### config.mk
export PLATFORM = sky130hd
export DESIGN_NAME = cpu_fetch_queue
export DESIGN_NICKNAME = d
export VERILOG_FILES = /design/src/rtl/cpu_fetch_queue_pkg.sv /design/src/rtl/cpu_fetch_queue_mem.sv /design/src/rtl/cpu_fetch_queue.sv
export SDC_FILE = /design/constraint.sdc
export NUM_CORES = 1
export LEC_CHECK = 0
export CELL_PAD_IN_SITES_DETAIL_PLACEMENT = 0
export CELL_PAD_IN_SITES_GLOBAL_PLACEMENT = 1
export CORE_MARGIN = 4
export CORE_UTILIZATION = 45
export CTS_BUF_LIST = sky130_fd_sc_hd__clkbuf_2
export CTS_CLUSTER_SIZE = 14
export DETAILED_ROUTE_END_ITERATION = 10
export PLACE_DENSITY_LB_ADDON = 0.1
export SYNTH_ARGS = -nofsm -noshare
export SYNTH_HDL_FRONTEND = slang
export SYNTH_SLANG_ARGS = --single-unit
### constraint.sdc
create_clock -name i_clock -period 2.65 [get_ports i_clock]
set_input_delay 0.3975 -clock i_clock [delete_from_list [all_inputs] [get_ports i_clock]]
set_output_delay 0.3975 -clock i_clock [all_outputs]
set_load 0.01 [all_outputs]
### src/rtl/cpu_fetch_queue_pkg.sv
//==============================================================================
// Module  : CPU_Defines (package)
// Brief   : Shared types and helpers for the instruction prefetch queue.
//           fetch_entry_t documents the {pc, data} slot layout used by the
//           queue storage (pc in the upper bits, instruction in the lower).
// Revision: 1.0 - initial release
//==============================================================================
`default_nettype none

package CPU_Defines;

    localparam int CPU_AW = 32;
    localparam int CPU_DW = 32;

    // One buffered fetch: PC in the upper bits, instruction word below it.
    typedef struct packed {
        logic [CPU_AW-1:0] pc;
        logic [CPU_DW-1:0] data;
    } fetch_entry_t;

    // Pointer width for a power-of-two depth: index bits plus one wrap bit.
    function automatic int ptr_width(input int depth);
        return $clog2(depth) + 1;
    endfunction

endpackage

`default_nettype wire

### src/rtl/cpu_fetch_queue_mem.sv
//==============================================================================
// Module  : cpu_fetch_queue_mem
// Brief   : DEPTH x WIDTH register array for the fetch queue. One write port,
//           one asynchronous read port, asynchronous active-low clear.
// Revision: 1.0 - initial release
//==============================================================================
`default_nettype none

module cpu_fetch_queue_mem #(
    parameter int DEPTH = 4,
    parameter int WIDTH = 64,
    parameter int IW    = $clog2(DEPTH)
) (
    input  logic             i_clock,
    input  logic             i_reset,
    input  logic             i_we,
    input  logic [IW-1:0]    i_waddr,
    input  logic [WIDTH-1:0] i_wdata,
    input  logic [IW-1:0]    i_raddr,
    output logic [WIDTH-1:0] o_rdata
);

    logic [WIDTH-1:0] slots [DEPTH];

    genvar gi;
    generate
        for (gi = 0; gi < DEPTH; gi++) begin : g_entry
            logic [WIDTH-1:0] entry_q;
            logic [WIDTH-1:0] entry_d;

            // Load this slot only when the write port addresses it.
            always_comb begin
                entry_d = entry_q;
                if (i_we && (i_waddr == IW'(gi))) begin
                    entry_d = i_wdata;
                end
            end

            // Slot register; cleared so the read port never shows X.
            always_ff @(posedge i_clock or negedge i_reset) begin
                if (!i_reset) begin
                    entry_q <= '0;
                end else begin
                    entry_q <= entry_d;
                end
            end

            assign slots[gi] = entry_q;
        end
    endgenerate

    // Asynchronous read of the addressed slot.
    always_comb begin
        o_rdata = slots[i_raddr];
    end

endmodule

`default_nettype wire

### src/rtl/cpu_fetch_queue.sv
//==============================================================================
// Module  : cpu_fetch_queue
// Brief   : Instruction prefetch queue between the fetch unit and decode.
//           Buffers up to DEPTH {pc, instruction} pairs, presents the oldest
//           under the i_busy stall convention, flush discards everything.
//           Optional macro CPU_FETCH_QUEUE_BYPASS_EN: when the queue is empty
//           the offered entry is presented in the same cycle, and consumed
//           without being stored if downstream is not busy.
// Revision: 1.0 - initial release
//==============================================================================
`default_nettype none

module cpu_fetch_queue
    import CPU_Defines::*;
#(
    parameter int DW    = 32,
    parameter int AW    = 32,
    parameter int DEPTH = 4
) (
    input  logic                       i_clock,
    input  logic                       i_reset,
    input  logic                       i_flush,
    input  logic                       i_push_valid,
    input  logic [AW-1:0]              i_push_pc,
    input  logic [DW-1:0]              i_push_data,
    output logic                       o_push_ready,
    output logic                       o_valid,
    output logic [AW-1:0]              o_pc,
    output logic [DW-1:0]              o_data,
    input  logic                       i_busy,
    output logic [$clog2(DEPTH+1)-1:0] o_count
);

    localparam int PW = ptr_width(DEPTH);
    localparam int IW = PW - 1;
    localparam int CW = $clog2(DEPTH + 1);
    localparam int EW = AW + DW;

    logic [PW-1:0] wptr_q, wptr_d;
    logic [PW-1:0] rptr_q, rptr_d;

    logic          w_empty;
    logic          w_full;
    logic          w_push_fire;
    logic          w_pop_fire;
    logic          w_write;
    logic          w_read;
    logic [EW-1:0] w_head;
    logic [PW-1:0] w_diff;

    // Storage for the buffered entries; head is read combinationally.
    cpu_fetch_queue_mem #(
        .DEPTH (DEPTH),
        .WIDTH (EW),
        .IW    (IW)
    ) u_mem (
        .i_clock (i_clock),
        .i_reset (i_reset),
        .i_we    (w_write),
        .i_waddr (wptr_q[IW-1:0]),
        .i_wdata ({i_push_pc, i_push_data}),
        .i_raddr (rptr_q[IW-1:0]),
        .o_rdata (w_head)
    );

    // Occupancy flags from the wrap-bit pointer pair.
    always_comb begin
        w_empty      = (wptr_q == rptr_q);
        w_full       = (wptr_q[PW-1] != rptr_q[PW-1]) &&
                       (wptr_q[IW-1:0] == rptr_q[IW-1:0]);
        w_diff       = wptr_q - rptr_q;
        o_count      = CW'(w_diff);
        o_push_ready = !w_full;
    end

    // Head presentation and the push/pop qualification for this cycle.
    always_comb begin
        w_push_fire = i_push_valid && !w_full && !i_flush;
`ifdef CPU_FETCH_QUEUE_BYPASS_EN
        if (w_empty && !i_flush) begin
            o_valid = i_push_valid;
            o_pc    = i_push_pc;
            o_data  = i_push_data;
        end else begin
            o_valid = !w_empty;
            o_pc    = w_head[EW-1:DW];
            o_data  = w_head[DW-1:0];
        end
        w_pop_fire = o_valid && !i_busy && !i_flush;
        // A bypassed entry taken downstream never touches the storage.
        w_write    = w_push_fire && !(w_empty && !i_busy);
        w_read     = w_pop_fire && !w_empty;
`else
        o_valid    = !w_empty;
        o_pc       = w_head[EW-1:DW];
        o_data     = w_head[DW-1:0];
        w_pop_fire = o_valid && !i_busy && !i_flush;
        w_write    = w_push_fire;
        w_read     = w_pop_fire;
`endif
    end

    // Pointer advance; flush takes priority and returns both to zero.
    always_comb begin
        wptr_d = wptr_q;
        rptr_d = rptr_q;
        if (i_flush) begin
            wptr_d = '0;
            rptr_d = '0;
        end else begin
            if (w_write) begin
                wptr_d = wptr_q + PW'(1);
            end
            if (w_read) begin
                rptr_d = rptr_q + PW'(1);
            end
        end
    end

    // Pointer registers.
    always_ff @(posedge i_clock or negedge i_reset) begin
        if (!i_reset) begin
            wptr_q <= '0;
            rptr_q <= '0;
        end else begin
            wptr_q <= wptr_d;
            rptr_q <= rptr_d;
        end
    end

endmodule

`default_nettype wire

## Yosys cells after proc, flatten, opt, wreduce, memory -nomap -nowiden

Cells that the tools add are included.

- Bits in registers: 262
- Output and inout port bits: 69

- Mux-type cells: 7
- Order comparisons: 1
- Equality and inequality tests: 6
- Reductions and logical operators: 16
- Bitwise logic cells: 1
- Add/sub/neg operators: 3

Operators with widths:

| operator | number |
|---|---|
| 64-bit binary-select mux with 2-bit select | 1 |
| 64-bit two-way mux | 2 |
| 3-bit two-way mux | 4 |
| 1-bit logical AND | 9 |
| 3-bit by 1-bit adder with 3-bit output, second input constant | 2 |
| 2-bit equality test, second input constant | 2 |
| 1-bit zero test | 4 |
| 2-bit nonzero test | 2 |
| 3-bit equality test | 1 |
| 3-bit greater-or-equal comparator, second input constant | 1 |
| 2-bit inverter with 3-bit output | 1 |
| 3-bit subtractor | 1 |
| 2-bit by 1-bit equality test with 1-bit output, second input constant | 1 |
| 2-bit equality test | 1 |
| 2-bit zero test | 1 |
| 1-bit inequality test | 1 |

## Longest topological paths before layout

- Depth after elaboration: 7
- Gate-level depth with buffers: 8

## Cells and area by module

Synthesis repeated with hierarchy kept, for this count alone.

- Cell total of the unflattened synthesis: 678
- Area, all modules: 11607.4 µm²

By module, submodules not included:

| module | cells an instance | area each (µm²) | instances |
|---|---|---|---|
| cpu_fetch_queue_mem | 621 | 11109.4 | 1 |
| cpu_fetch_queue | 57 | 498.0 | 1 |

## Least setup slack after synthesis

Ideal clock, no wire load.

- Kind: reg-to-reg
- Start point: register rptr_q[1]
- End point: register u_mem.g_entry[0].entry_q[10]
- Arrival time: 2.617 ns
- Setup slack: -0.091 ns
- Cell stages (with the launch flop): 9
- Setup time: 0.125 ns
- Buffers on the path: 3
- Cells stage by stage: dfrtp_1 > clkbuf_1 > clkbuf_1 > inv_1 > ha_1 > nand2_2 > o211ai_2 > buf_6 > mux2_2

- Longest elaborated chain between the ends: 6

RTL lines:

| what | line | text |
|---|---|---|
| start: declaration | cpu_fetch_queue.sv:40 | `logic [PW-1:0] rptr_q, rptr_d;` |
| start signal: assignment | cpu_fetch_queue.sv:127 | `rptr_q <= rptr_d;` |
| 2-bit equality test | cpu_fetch_queue.sv:70 | `(wptr_q[IW-1:0] == rptr_q[IW-1:0]);` |
| 1-bit logical AND | cpu_fetch_queue.sv:69 | `w_full = (wptr_q[PW-1] != rptr_q[PW-1]) &&` |
| 1-bit zero test | cpu_fetch_queue.sv:78 | `w_push_fire = i_push_valid && !w_full && !i_flush;` |
| 1-bit logical AND (2 in a row) | cpu_fetch_queue.sv:78 |  |
| 1-bit logical AND | cpu_fetch_queue_mem.sv:34 | `if (i_we && (i_waddr == IW'(gi))) begin` |
| end signal: assignment | cpu_fetch_queue_mem.sv:44 | `entry_q <= entry_d;` |
| end: declaration | cpu_fetch_queue_mem.sv:28 | `logic [WIDTH-1:0] entry_q;` |

No other way between the ends.
A chain may end at the register's enable or synchronous reset.

## Worst setup path in the final report

- Start point: register rptr_q[0]
- End point: output port o_pc[28]

- Longest elaborated chain between the ends: 4

RTL lines:

| what | line | text |
|---|---|---|
| 2-bit inverter with 3-bit output (not written as such) | cpu_fetch_queue_mem.sv:54 | `o_rdata = slots[i_raddr];` |
| 64-bit binary-select mux with 2-bit select | cpu_fetch_queue_mem.sv:54 |  |
| 64-bit two-way mux (not written as such) (2 in a row) | cpu_fetch_queue_mem.sv:54 |  |
| end: declaration | cpu_fetch_queue.sv:28 | `output logic [AW-1:0] o_pc,` |

No other way between the ends. The select of a mux whose other input is x is not followed.

==> summary by stage <==
Worst setup path
The number of cells on the worst reg-to-reg path is 7. The signal arrival time at the worst endpoint is 2.36 ns. The peak per-stage delay on the critical path is 0.55 ns. The worst register-to-register path has a setup slack of 0.17 ns. Of all nets on the critical path, the largest fanout is 6. The required time of the worst setup path is 2.25 ns. The endpoint of the most critical register-to-register path is u_mem.g_entry[2].entry_q[2]$_DFFE_PN0P_.

The cell type group with the largest total delay on the critical path is buffers and inverters. The worst register-to-register path begins at rptr_q[0]$_DFFE_PN0P_. The most numerous cell type found on the critical path is sky130_fd_sc_hd__buf_12. The critical path goes through buf_12, buf_12, buf_16, mux4_2, buf_6. The slowest stage of the critical path is the sky130_fd_sc_hd__dfrtp_4 cell. STA classifies the critical path startpoint as a register. The type of destination of the critical path is a primary output. The number of buffers and inverters on the critical path is 4. The critical path is of the register to primary output type.

Global route
The wire length of the first global-routing pass is 43.1 mm. The total global-route track usage is 0.194. The global route total overflow is 0.

Entering global routing, the biggest net connects 78 pins. The via count of the first global-routing pass is 7950. The initial antenna violation count came to 3.

Pwr
The leakage power of the design is 6.52 nW. The share of total power dissipated in the clock network is 0.207. After layout, the design draws a total of 0.0134 W. The internal portion of the total power is 0.00943 W. The share of total power dissipated in sequential elements is 0.443. The combinational share of power is 0.349. The analysis attributes to net switching a power of 0.00393 W. The areal power density over the cells is 924 nW/um^2. The switching power share of the total is 0.294.

Across the VDD grid, the largest voltage drop is 0.472 mV.

STA
Setup violations remaining at the end of the flow were counted as 51. The achievable clock frequency is 363 MHz. The relative slew slack is 0.494. At the pin with the least slew margin, the transition time is 0.757 ns. The count of final max-slew check failures is 0.

The time the worst path needs with I/O delays and setup is 2.76 ns. The worst clock skew is 0.0303 ns. In the final timing run, aggregate negative setup slack is -3.79 ns. The worst-case setup margin in the final layout is -0.106 ns. The part of the cycle the worst path needs is 1.04. The number of hold-slack violations in the final timing report is 0. Setup repair after global routing could not meet its margin everywhere.

Synth
Of the synthesized area, sequential elements account for 0.564. The complex-gate fraction of the synthesized area is 0.0128. Of the total synthesized cell area, the portion taken by AND, OR, NAND and NOR gates is 0.00581. Measured against the total synthesized area, the mux share comes to 0.375.

Yosys attributes the largest share of cell area to sky130_fd_sc_hd__dfrtp_1, sky130_fd_sc_hd__mux2_2, sky130_fd_sc_hd__mux4_2, sky130_fd_sc_hd__buf_6, sky130_fd_sc_hd__mux2_1. After synthesis the netlist holds a flip-flop and latch count of 262. Synthesis instantiated 31 different standard cells from the library. In the synthesized netlist, the number of instances is 671.

The xor/xnor cell area share of the yosys netlist is 0.00151. The cell taking the most area after synthesis is sky130_fd_sc_hd__dfrtp_1. For this run, asynchronously set or reset flops after synthesis account for 1.00. When the netlist entered floorplanning its net count stood at 748. Yosys mapped a number of flops with a built-in enable equal to 0.

The combinational family with the most area after synthesis is multiplexers. The share of Yosys cell area claimed by the top area cell type is 0.564. Of the total synthesized cell area, the portion taken by full adders, half adders and majority gates is 0.00926. The synthesized area per cell is 17.3 sq um.

The post-synthesis cell area is 11600 sq um. During synthesis, Yosys emitted a total of 0 warnings. The dominant synthesized flop cell is sky130_fd_sc_hd__dfrtp_1.

Final layout
The filler cells instantiated in the layout total 2073. The final layout contains 963 nets. The utilization after layout is 0.570. The layout cell share with drive strength beyond 1 is 0.583. The area overhead of the layout relative to synthesis is 24.3%.

Place
The count of buffers from port buffering is 137. Timing analysis after detailed placement gives a worst setup slack of -0.0563 ns. The final HPWL from detailed placement is 15.7 mm. The congestion estimate from routability-driven global placement came to 0.755.

Clocking
The later pin in the worst-skew pair is clocked with a latency of 0.78 ns. The clock passes through at most 3 buffers. The TritonCTS sink count is 262.

The clock tree root buffer cell is sky130_fd_sc_hd__clkbuf_2. The clock-pin slew reported for the worst setup and hold paths after clock tree synthesis is 0.11 ns. The H-tree depth is 3.

In this run, CTS created clock tree buffers numbering 73. TritonCTS built the clock tree.

Route
The number of nets with antenna violations after detailed routing is 0. In the final routed layout, each cell accounts on average for 21.2 microns. The via total after detailed routing is 6723. In the routed layout, each cell is associated on average with a via count of 5.33. For this run, design rule violations remaining after detail routing come to 0. The routed wire length is 26.8 mm.

The first-pass iteration count of the detailed router is 4. The number of violations reported at the end of detailed-routing iteration 0 is 363.

Floorplan
The initial cell density of the core is 0.459. The core area is 25300 sq um. The site row count is 58. The die extent in y is 169 microns. The die is 169 microns wide.

The full die area is 28500 sq um. In this run the count of I/O pins placed on the die edge is 138.

Run
The tool flagged a number of max-cap violations equal to 0.

Outcome
The checks that failed: negative setup slack. The run finished, with violations left.

Hold path
The min-delay analysis places its worst path in the category input port to asynchronous set/reset pin.
[sequential cells by signal, indices dropped and copies added (netlist names)]
name                   flops
rptr_q                     3
u_mem.g_entry.entry_q    256
wptr_q                     3
[worst reg2reg max path: cells and delay by family, from the launching register on]
family / cells / cell delay, ns
AO/OA/AOI/OAI: 1 / 0.47
adder cells (fa/ha/maj): 1 / 0.28
buffers and inverters: 3 / 0.60
flip-flops: 1 / 0.55
multiplexers: 1 / 0.39
AND/OR/NAND/NOR: 1 / 0.05
[cell type report]
class	instances	area, sq um	area share
flip-flops and latches	262	6560	0.454
multi-input cells	359	4740	0.328
repair buffers	181	2070	0.143
clock buffers	111	556	0.0385
well taps	330	413	0.0286
clock inverters	9	60.1	0.00416
inverters	9	33.8	0.00234
diodes	1	2.50	0.000173
[power by group through the flow]
stage / combinational, W / clock (W) / sequential, W
final: 0.00467 / 0.00277 / 0.00592
after global routing: 0.00504 / 0.00316 / 0.00605
after CTS: 0.00473 / 0.00292 / 0.00591
after detailed placement: 0.00428 / 0 / 0.00599
after global placement: 0.00418 / 0 / 0.00585
after floorplan: 0.00265 / 0 / 0.00574
[Yosys cell counts (all sizes together), types with 3 or more instances]
cell type	count
buf	34
inv	9
mux2	258
clkbuf	7
mux4	64
dfrtp	262
nor2	4
nand2	3
ha	7
o211ai	4
[routing by layer]
layer / wire length, microns / share of wire / global-route usage / up-vias
li1: - / - / - / 2990
met1: 11700 / 0.44 / 0.258 / 3510
met2: 13200 / 0.49 / 0.317 / 173
met3: 1390 / 0.052 / 0.0465 / 46
met4: 473 / 0.018 / 0.0653 / 4
met5: 24 / 0.00090 / 0 / -
[logic make-up (layout without fill, tap and decap cells)]
| group | count (synthesis) | after routing |
|---|---|---|
| multiplexers | 323 | 323 |
| flip-flops | 262 | 262 |
| buffers and inverters | 50 | 310 |
| AO/OA/AOI/OAI | 13 | 13 |
| AND/OR/NAND/NOR | 13 | 13 |
| adder cells (fa/ha/maj) | 8 | 8 |
| XOR/XNOR | 2 | 2 |
| other | 0 | 1 |
[stage by stage]
| stage | std cells | area [sq um] | hold WS (ns) |
|---|---|---|---|
| 2_1_floorplan | 671 | 11600 | 0.102 |
| 3_3_place_gp | 1119 | 13400 | 0.403 |
| 3_5_place_dp | 1119 | 13400 | 0.417 |
| 4_1_cts | 1262 | 14400 | 0.112 |
| 5_1_grt | 1262 | 14400 | 0.137 |
| 6_report | 1262 | 14400 | 0.184 |
[repair_timing]
item,CTS,global route
pin swaps,3,2
gates resized for setup,343,12
endpoints found under the setup margin,69,68
setup buffers,16,1
gates cloned,9,0
hold buffers,1,0
endpoints found under the hold margin,66,0
[worst max-delay path by stage]
stage,from,end,slack (ns),cells after the start
detailed placement,i_push_valid,u_mem.g_entry[1].entry_q[47]$_DFFE_PN0P_,-0.06,5
global route,rptr_q[0]$_DFFE_PN0P_,o_pc[23],-0.21,5
global placement,i_push_valid,u_mem.g_entry[1].entry_q[51]$_DFFE_PN0P_,0.01,5
finish,rptr_q[0]$_DFFE_PN0P_,o_pc[28],-0.11,5
floorplan,rptr_q[1]$_DFFE_PN0P_,u_mem.g_entry[3].entry_q[10]$_DFFE_PN0P_,0.08,8
CTS,rptr_q[0]$_DFFE_PN0P_,o_pc[28],-0.20,5
[cell usage in the layout, fill, tap and decap left out, types with 2 or more instances in the layout]
cell                              netlist  final
sky130_fd_sc_hd__buf_2                  8     19
sky130_fd_sc_hd__clkinv_1               0      6
sky130_fd_sc_hd__buf_6                 21     51
sky130_fd_sc_hd__nor2_1                 4      4
sky130_fd_sc_hd__mux2_2               241    241
sky130_fd_sc_hd__ha_1                   7      6
sky130_fd_sc_hd__inv_2                  0      3
sky130_fd_sc_hd__a211o_1                2      2
sky130_fd_sc_hd__buf_8                  0      3
sky130_fd_sc_hd__buf_16                 0      8
sky130_fd_sc_hd__clkbuf_2               0    111
sky130_fd_sc_hd__buf_12                 0     15
sky130_fd_sc_hd__buf_4                  4     14
sky130_fd_sc_hd__nor2b_1                2      2
sky130_fd_sc_hd__inv_1                  9      8
sky130_fd_sc_hd__xnor2_2                0      2
sky130_fd_sc_hd__mux2_1                17     17
sky130_fd_sc_hd__dfrtp_1              262    260
sky130_fd_sc_hd__o211ai_4               3      4
sky130_fd_sc_hd__nand2_1                2      2
sky130_fd_sc_hd__mux4_2                64     64
sky130_fd_sc_hd__clkdlybuf4s50_1        0     67
sky130_fd_sc_hd__dfrtp_4                0      2
sky130_fd_sc_hd__o2111ai_1              2      2
Power figures use the tool's default switching activity.
